[src/rtl/os_inst_sequencer.sv]
// Output-stationary instruction sequencer for core: walks every input channel through
// L0/L1 fill, compute and flush, then recalls psums and drains the OFIFO into PSUM SRAM.
module os_inst_sequencer #(
    parameter int row     = 8,
    parameter int col     = 8,
    parameter int len_kij = 9,
    parameter int n_ic    = 8,
    parameter int x_base  = 0,
    parameter int w_base  = 576
) (
    input  logic        clk,
    input  logic        reset,
    input  logic        start,
    input  logic        ofifo_valid,
    output logic [63:0] inst,
    output logic        busy,
    output logic        done
);

    localparam int CNT_W = 16;

    localparam logic [CNT_W-1:0] LEN_C       = CNT_W'(len_kij);
    localparam logic [CNT_W-1:0] EXEC_LAST   = CNT_W'(len_kij - 1);
    localparam logic [CNT_W-1:0] FLUSH_LAST  = CNT_W'(row + col - 1);
    localparam logic [CNT_W-1:0] COL_C       = CNT_W'(col);
    localparam logic [7:0]       IC_LAST     = 8'(n_ic - 1);
    localparam logic [10:0]      X_BASE_C    = 11'(x_base);
    localparam logic [10:0]      W_BASE_C    = 11'(w_base);
    localparam logic [10:0]      LEN_A       = 11'(len_kij);

    // output_stationary, CEN_pmem, WEN_pmem, CEN_xmem, WEN_xmem
    localparam logic [63:0] IDLE_WORD = 64'h0000_0011_800C_0000;
    // pass_psum, sfu_passthrough, ofifo_rd
    localparam logic [63:0] RD_BITS   = (64'd1 << 39) | (64'd1 << 34) | (64'd1 << 6);

    typedef enum logic [3:0] {
        S_IDLE,
        S_L0_FILL,
        S_L1_FILL,
        S_PRIME,
        S_EXEC,
        S_FLUSH,
        S_RECALL,
        S_DRAIN,
        S_DONE
    } state_t;

    state_t           state_q, state_n;
    logic [CNT_W-1:0] cnt_q, cnt_n;
    logic [CNT_W-1:0] beat_q, beat_n;
    logic [7:0]       ic_q, ic_n;
    logic [63:0]      word_q, word_n;
    logic             rd_window_q, rd_window_n;
    logic             wr_n;
    logic             busy_n, done_n;
    logic             rd_fire;

    function automatic logic [10:0] xmem_addr(input logic [10:0] base,
                                              input logic [7:0] ic,
                                              input logic [CNT_W-1:0] k);
        return base + 11'(ic) * LEN_A + 11'(k);
    endfunction

    // Instruction word for the cycle described by the given (next) state and counters.
    function automatic logic [63:0] make_word(input state_t s,
                                              input logic [7:0] ic,
                                              input logic [CNT_W-1:0] cnt,
                                              input logic [CNT_W-1:0] beat,
                                              input logic wr);
        logic [63:0] w;
        w = IDLE_WORD;
        case (s)
            S_L0_FILL, S_L1_FILL: begin
                if (cnt < LEN_C) begin
                    w[19]   = 1'b0;
                    w[17:7] = xmem_addr((s == S_L1_FILL) ? W_BASE_C : X_BASE_C, ic, cnt);
                end
                if (cnt != '0) begin
                    if (s == S_L0_FILL) w[2] = 1'b1;
                    else                w[37] = 1'b1;
                end
            end
            S_PRIME: w[3] = 1'b1;
            S_EXEC: begin
                w[3] = 1'b1;
                w[1] = 1'b1;
            end
            S_RECALL: begin
                w[38] = 1'b1;
                w[34] = 1'b1;
            end
            S_DRAIN: begin
                if (wr) begin
                    w[32]    = 1'b0;
                    w[31]    = 1'b0;
                    w[30:20] = 11'(COL_C - beat);
                end
            end
            default: ;
        endcase
        return w;
    endfunction

    // The read strobe is qualified by ofifo_valid in the same cycle so it never fires
    // against an empty OFIFO; the pmem write that follows it is registered.
    assign rd_fire = rd_window_q & ofifo_valid;
    assign inst    = word_q | (rd_fire ? RD_BITS : 64'd0);

    always_comb begin
        state_n = state_q;
        cnt_n   = cnt_q;
        beat_n  = beat_q;
        ic_n    = ic_q;
        wr_n    = 1'b0;
        case (state_q)
            S_IDLE: begin
                if (start) begin
                    state_n = S_L0_FILL;
                    cnt_n   = '0;
                    ic_n    = '0;
                    beat_n  = '0;
                end
            end
            S_L0_FILL: begin
                if (cnt_q == LEN_C) begin
                    state_n = S_L1_FILL;
                    cnt_n   = '0;
                end else begin
                    cnt_n = cnt_q + 1'b1;
                end
            end
            S_L1_FILL: begin
                if (cnt_q == LEN_C) begin
                    state_n = S_PRIME;
                    cnt_n   = '0;
                end else begin
                    cnt_n = cnt_q + 1'b1;
                end
            end
            S_PRIME: begin
                state_n = S_EXEC;
                cnt_n   = '0;
            end
            S_EXEC: begin
                if (cnt_q == EXEC_LAST) begin
                    state_n = S_FLUSH;
                    cnt_n   = '0;
                end else begin
                    cnt_n = cnt_q + 1'b1;
                end
            end
            S_FLUSH: begin
                if (cnt_q == FLUSH_LAST) begin
                    cnt_n = '0;
                    if (ic_q == IC_LAST) begin
                        state_n = S_RECALL;
                    end else begin
                        state_n = S_L0_FILL;
                        ic_n    = ic_q + 8'd1;
                    end
                end else begin
                    cnt_n = cnt_q + 1'b1;
                end
            end
            S_RECALL: begin
                state_n = S_DRAIN;
                beat_n  = '0;
            end
            S_DRAIN: begin
                if (rd_fire) begin
                    beat_n = beat_q + 1'b1;
                    wr_n   = 1'b1;
                end
                // beat reaches col only on the last read, so its write is on inst now
                if (beat_q == COL_C) state_n = S_DONE;
            end
            S_DONE:  state_n = S_IDLE;
            default: state_n = S_IDLE;
        endcase

        word_n      = make_word(state_n, ic_n, cnt_n, beat_n, wr_n);
        rd_window_n = (state_n == S_DRAIN) && (beat_n < COL_C);
        busy_n      = (state_n != S_IDLE);
        done_n      = (state_n == S_DONE);
    end

    always_ff @(posedge clk or negedge reset) begin
        if (!reset) begin
            state_q     <= S_IDLE;
            cnt_q       <= '0;
            beat_q      <= '0;
            ic_q        <= '0;
            word_q      <= IDLE_WORD;
            rd_window_q <= 1'b0;
            busy        <= 1'b0;
            done        <= 1'b0;
        end else begin
            state_q     <= state_n;
            cnt_q       <= cnt_n;
            beat_q      <= beat_n;
            ic_q        <= ic_n;
            word_q      <= word_n;
            rd_window_q <= rd_window_n;
            busy        <= busy_n;
            done        <= done_n;
        end
    end

endmodule

[config.mk]
export PLATFORM = sky130hd
export DESIGN_NAME = os_inst_sequencer
export DESIGN_NICKNAME = d
export VERILOG_FILES = /design/src/rtl/os_inst_sequencer.sv
export SDC_FILE = /design/constraint.sdc
export NUM_CORES = 1
export LEC_CHECK = 0
export CORE_UTILIZATION = 58
export CTS_BUF_LIST = sky130_fd_sc_hd__clkbuf_8 sky130_fd_sc_hd__clkbuf_16
export CTS_CLUSTER_DIAMETER = 80
export DETAILED_ROUTE_END_ITERATION = 12
export PLACE_DENSITY = 0.91
export SLEW_MARGIN = 20
export SYNTH_ARGS = -nofsm -noshare
export SYNTH_HDL_FRONTEND = slang
export SYNTH_SLANG_ARGS = --single-unit
[constraint.sdc]
create_clock -name clk -period 13.2 [get_ports clk]
set_input_delay 3.96 -clock clk [delete_from_list [all_inputs] [get_ports clk]]
set_output_delay 3.96 -clock clk [all_outputs]
set_load 0.01 [all_outputs]
# Word-level counts from Yosys, hierarchy flattened
# Cells that the tools add are included.
# word_totals
regBits,78
elab_cells,84
output_inout_bits,66
inputBits,4
# op_classes
magnitude_cmp,2
eq_ne,19
n_reduce_logical,7
muxes,39
addsub,6
bitwise,2
mul,1
# op_table
cell,n
$mux 16,6
$pmux 16 s5,1
$eq 16x4->1 const B,4
$pmux 16 s3,1
$mux 40,1
$or 39x40->40,1
$add 16x1->16 const B,2
$lt 16x4->1 const B,2
$pmux 4 s8,1
$eq 4x3->1 const B,7
$mux 13,2
$mux 4,6
$mux 8,3
$mux 11,2
$eq 4x2->1 const B,4
$pmux 8 s2,1
$reduce_bool 16->1,1
$mux 1,13
$add 10x11->11,1
$add 11x11->11,1
$mul 8x4->11 const B,1
$sub 4x11->11 const A,1
$mux 10,1
$add 8x1->8 const B,1
other kinds (9),12

# Longest topological paths before layout
# logic_depth
depth_word,10
ltp_mapped,24
ltp_nobuf,22

# Least setup slack after synthesis
# OpenSTA, ideal clock, no wires.
# synth_timing
kind,input to output
startpoint,input port ofifo_valid
endpoint,output port inst[39]
path_slack_ns,4.953
required_ns,9.240
stages,3
n_path_buf,1
arrival_time_ns,4.287
path_cell_list,nand2_1 inv_1 buf_4
# synth_between
elab_chain_len,3
# synth_rtl
item,line_no,text
from (decl),14,"input logic ofifo_valid,"
$and 1x1->1,106,assign rd_fire = rd_window_q & ofifo_valid;
via rd_fire,56,logic rd_fire;
$mux 40,107,assign inst = word_q | (rd_fire ? RD_BITS : 64'd0);
$or 39x40->40,107,
to (decl),15,"output logic [63:0] inst,"
# The timed path passes the listed nets, and every way through them passes these cells.

# Worst setup path in the final report
# layout_timing
startpoint,input port ofifo_valid
endpoint,output port inst[39]
# layout_between
elab_chain_len,3
# layout_rtl
item,line_no
$and 1x1->1,106
$mux 40,107
$or 39x40->40,107
# Every way passes these cells.

==> impl_results.md <==
- Status: finished, violations left
- Violations in the final reports: design-rule violations
- Synth area leaders: dfrtp_1 34%, ha_1 7.9%, buf_4 4.9%
- RSZ-0062 raised after global routing: no
- Max cap viols: 0
- Final count of negative-setup-slack endpoints: 0
- # IOs: 70
- Actual slew at the worst max-slew pin: 0.944 ns
- CP Class: primary input to primary output
- PwrDens: 75.9 mW/mm²
- Antenna violations before repair: 0
- Total clock sinks: 76
- GRT Util Overall: 25.1%
- Largest net degree at the start of global routing: 77
- Pre-Repair DR Iteration Count: 11
- TritonCTS clock tree: yes
- Peak VDD IR: 0.0412 mV
- Slew Limit Fails: 0
- DP Worst Slack: 3.95 ns
- Clk slew on worst S/H paths: 0.08 ns
- Buffers on Ports: 38
- Fin worst setup slack: 3.94 ns
- Yosys reg bits: 76
- GR Overflow Total: 0
- Die area: 0.00971 mm²
- Setup Buffers After CTS: 0
- Fin cells: 734
- Layout Nets: 666
- DP HPWL: 8.46 mm
- Most frequent cells after synthesis: 74 x dfrtp_1, 65 x nand2_1, 42 x inv_1
- Wire per inst: 15.9 µm
- Ys async rst share: 100%
- Leakage: 2.67 nW
- CTS Hold Buffers Added: 0
- Cells after Synth: 604
- Initial Util: 60.8%
- Die extent in x: 98.5 µm
- Sequential area share after synthesis: 35.2%
- CP Data Required Time: 9.24 ns
- First-pass GRT wire length: 19.5 mm
- Initial DRC Count: 392
- Worst Path Arrival: 5.30 ns
- Hold crit path type: flop to flop
- Area leader, netlist: dfrtp_1
- YS warnings: 0
- Cell with the most instances after synthesis: dfrtp_1
- Core area: 0.00889 mm²
- Hold Vio Cnt, Final: 0
- Post_cts resized: 0
- DRC: 5
- Share of the synthesized area in the top cell type: 34.3%
- Post-Place Cells: 718
- Site Rows: 34
- TNS Setup: 0 ns
- GPL Wtd Cong: 0.883
- DP Area: 0.00565 mm²
- Share of cells above drive strength 1: 8.95%
- Final Cycle Share: 70.2%
- Vias per cell: 6.19
- CTS Root Cell: clkbuf_8
- Final ANT Viol Nets: 0
- CP Max Fanout: 5
- Skew final: 0.00494 ns
- Finished Core Util: 66.1%
- Vias: 4544
- Flop-to-flop setup slack: 7.50 ns
- Hold slack: 0.506 ns
- Total Wirelength: 11.6 mm
- Antenna diodes: 0
- Fillers: 695
- Htree depth: 3
- CTS Buffer Depth: 2
- Synth Cell Area: 0.00541 mm²
- Vias in the first global route: 4145
- Highest Clock Rate: 108 MHz
- Fin crit period: 9.26 ns
- Ys flop type: dfrtp_1
- Number of synthesized flops with an enable pin: 0
- Die H: 98.5 µm
- Final Total Pwr: 0.446 mW
- Post-route cell area: 0.00588 mm²
- Crit start category: primary input
- CP Capture Type: primary output
- Unique masters post-synth: 75
- Max-slew headroom: 37.1%
- Cts bufs inserted: 9
- Clk Latency, worst-skew pair: 0.36 ns
- Synth-to-layout area growth: 8.70%
- Synthesized area per cell: 8.95 µm²
[layout make-up]
type | instances | area [µm²] | share of cell area (%)
Tap cell | 108 | 135 | 2.30
Clock inverter | 6 | 87.6 | 1.49
Sequential cell | 76 | 1900 | 32.4
Timing Repair Buffer | 38 | 378 | 6.43
Clock buffer | 10 | 138 | 2.34
Inverter | 43 | 161 | 2.75
Multi-Input combinational cell | 453 | 3070 | 52.3
[logic make-up (layout without fill, tap and decap cells)]
family          Yosys count  after routing  synth area share [%]
mux                       3              3                 0.602
compound gates          119            119                  15.4
buf+inv                 104             97                  9.95
simple gates            234            234                  24.1
flops                    76             76                  35.2
xor+xnor                 25             25                  4.05
other cells               2             31                 0.139
fa+ha+maj                41             41                  10.5
[where the power goes]
group / leakage, nW / internal, mW / switching (mW) / total, mW
combinational: 1.57 / 0.00137 / 0.00945 / 0.0108
sequential: 0.996 / 0.233 / 0.000214 / 0.233
clock: 0.110 / 0.112 / 0.0904 / 0.202
total: 2.67 / 0.346 / 0.100 / 0.446
[routing by layer]
| metal | GRT usage, % | vias up | part of all wire [%] |
|---|---|---|---|
| met1 | 32.0 | 2148 | 41 |
| met3 | 3.76 | 46 | 6.5 |
| met2 | 41.4 | 236 | 49 |
| met4 | 13.7 | 0 | 3.6 |
| li1 | - | 2114 | - |
| met5 | 0 | - | 0 |
[critical path, stage by stage]
cell	delay, ns
clkdlybuf4s50_1	0.52
nand2_1	0.14
inv_1	0.14
clkdlybuf4s50_1	0.54
[layout by cell type, fill, tap and decap left out, drive strengths merged, types with 3 or more instances in the layout]
master / Yosys / final
ha: 34 / 34
nand2: 65 / 65
xor2: 11 / 11
nand2b: 5 / 5
a32oi: 3 / 3
fa: 7 / 7
xnor2: 14 / 14
a21oi: 14 / 14
clkdlybuf4s50: 0 / 37
clkbuf: 18 / 10
or4: 5 / 5
nand4: 15 / 15
a21o: 9 / 9
a22o: 4 / 4
nand3b: 3 / 3
nand4b: 4 / 4
or2: 6 / 6
and2: 5 / 5
nor3: 17 / 17
inv: 43 / 45
nor2b: 5 / 5
and3: 9 / 9
o21ai: 46 / 46
or3: 5 / 5
o41ai: 4 / 4
nor2: 43 / 43
a221o: 3 / 3
a31oi: 10 / 10
conb: 2 / 31
nor4: 15 / 15
nand3: 19 / 19
dfrtp: 74 / 74
o31ai: 10 / 10
[state kept, by name, summed over array words and instances (netlist names)]
register	count
beat_q	16
busy	1
cnt_q	16
done	1
ic_q	8
rd_window_q	1
state_q	4
word_q	29
[worst paths after layout]
check | startpoint | end | cells past startpoint
worst max-delay path | ofifo_valid | inst[39] | 4
worst min-delay path | beat_q[15] | beat_q[15] | 1
worst max register to register | cnt_q[0] | word_q[17] | 21
worst min register to register | beat_q[15] | beat_q[15] | 1
max in group asynchronous | reset | word_q[14] | 1
min in group asynchronous | reset | beat_q[8] | 1
(Power assumes the default switching activity.)
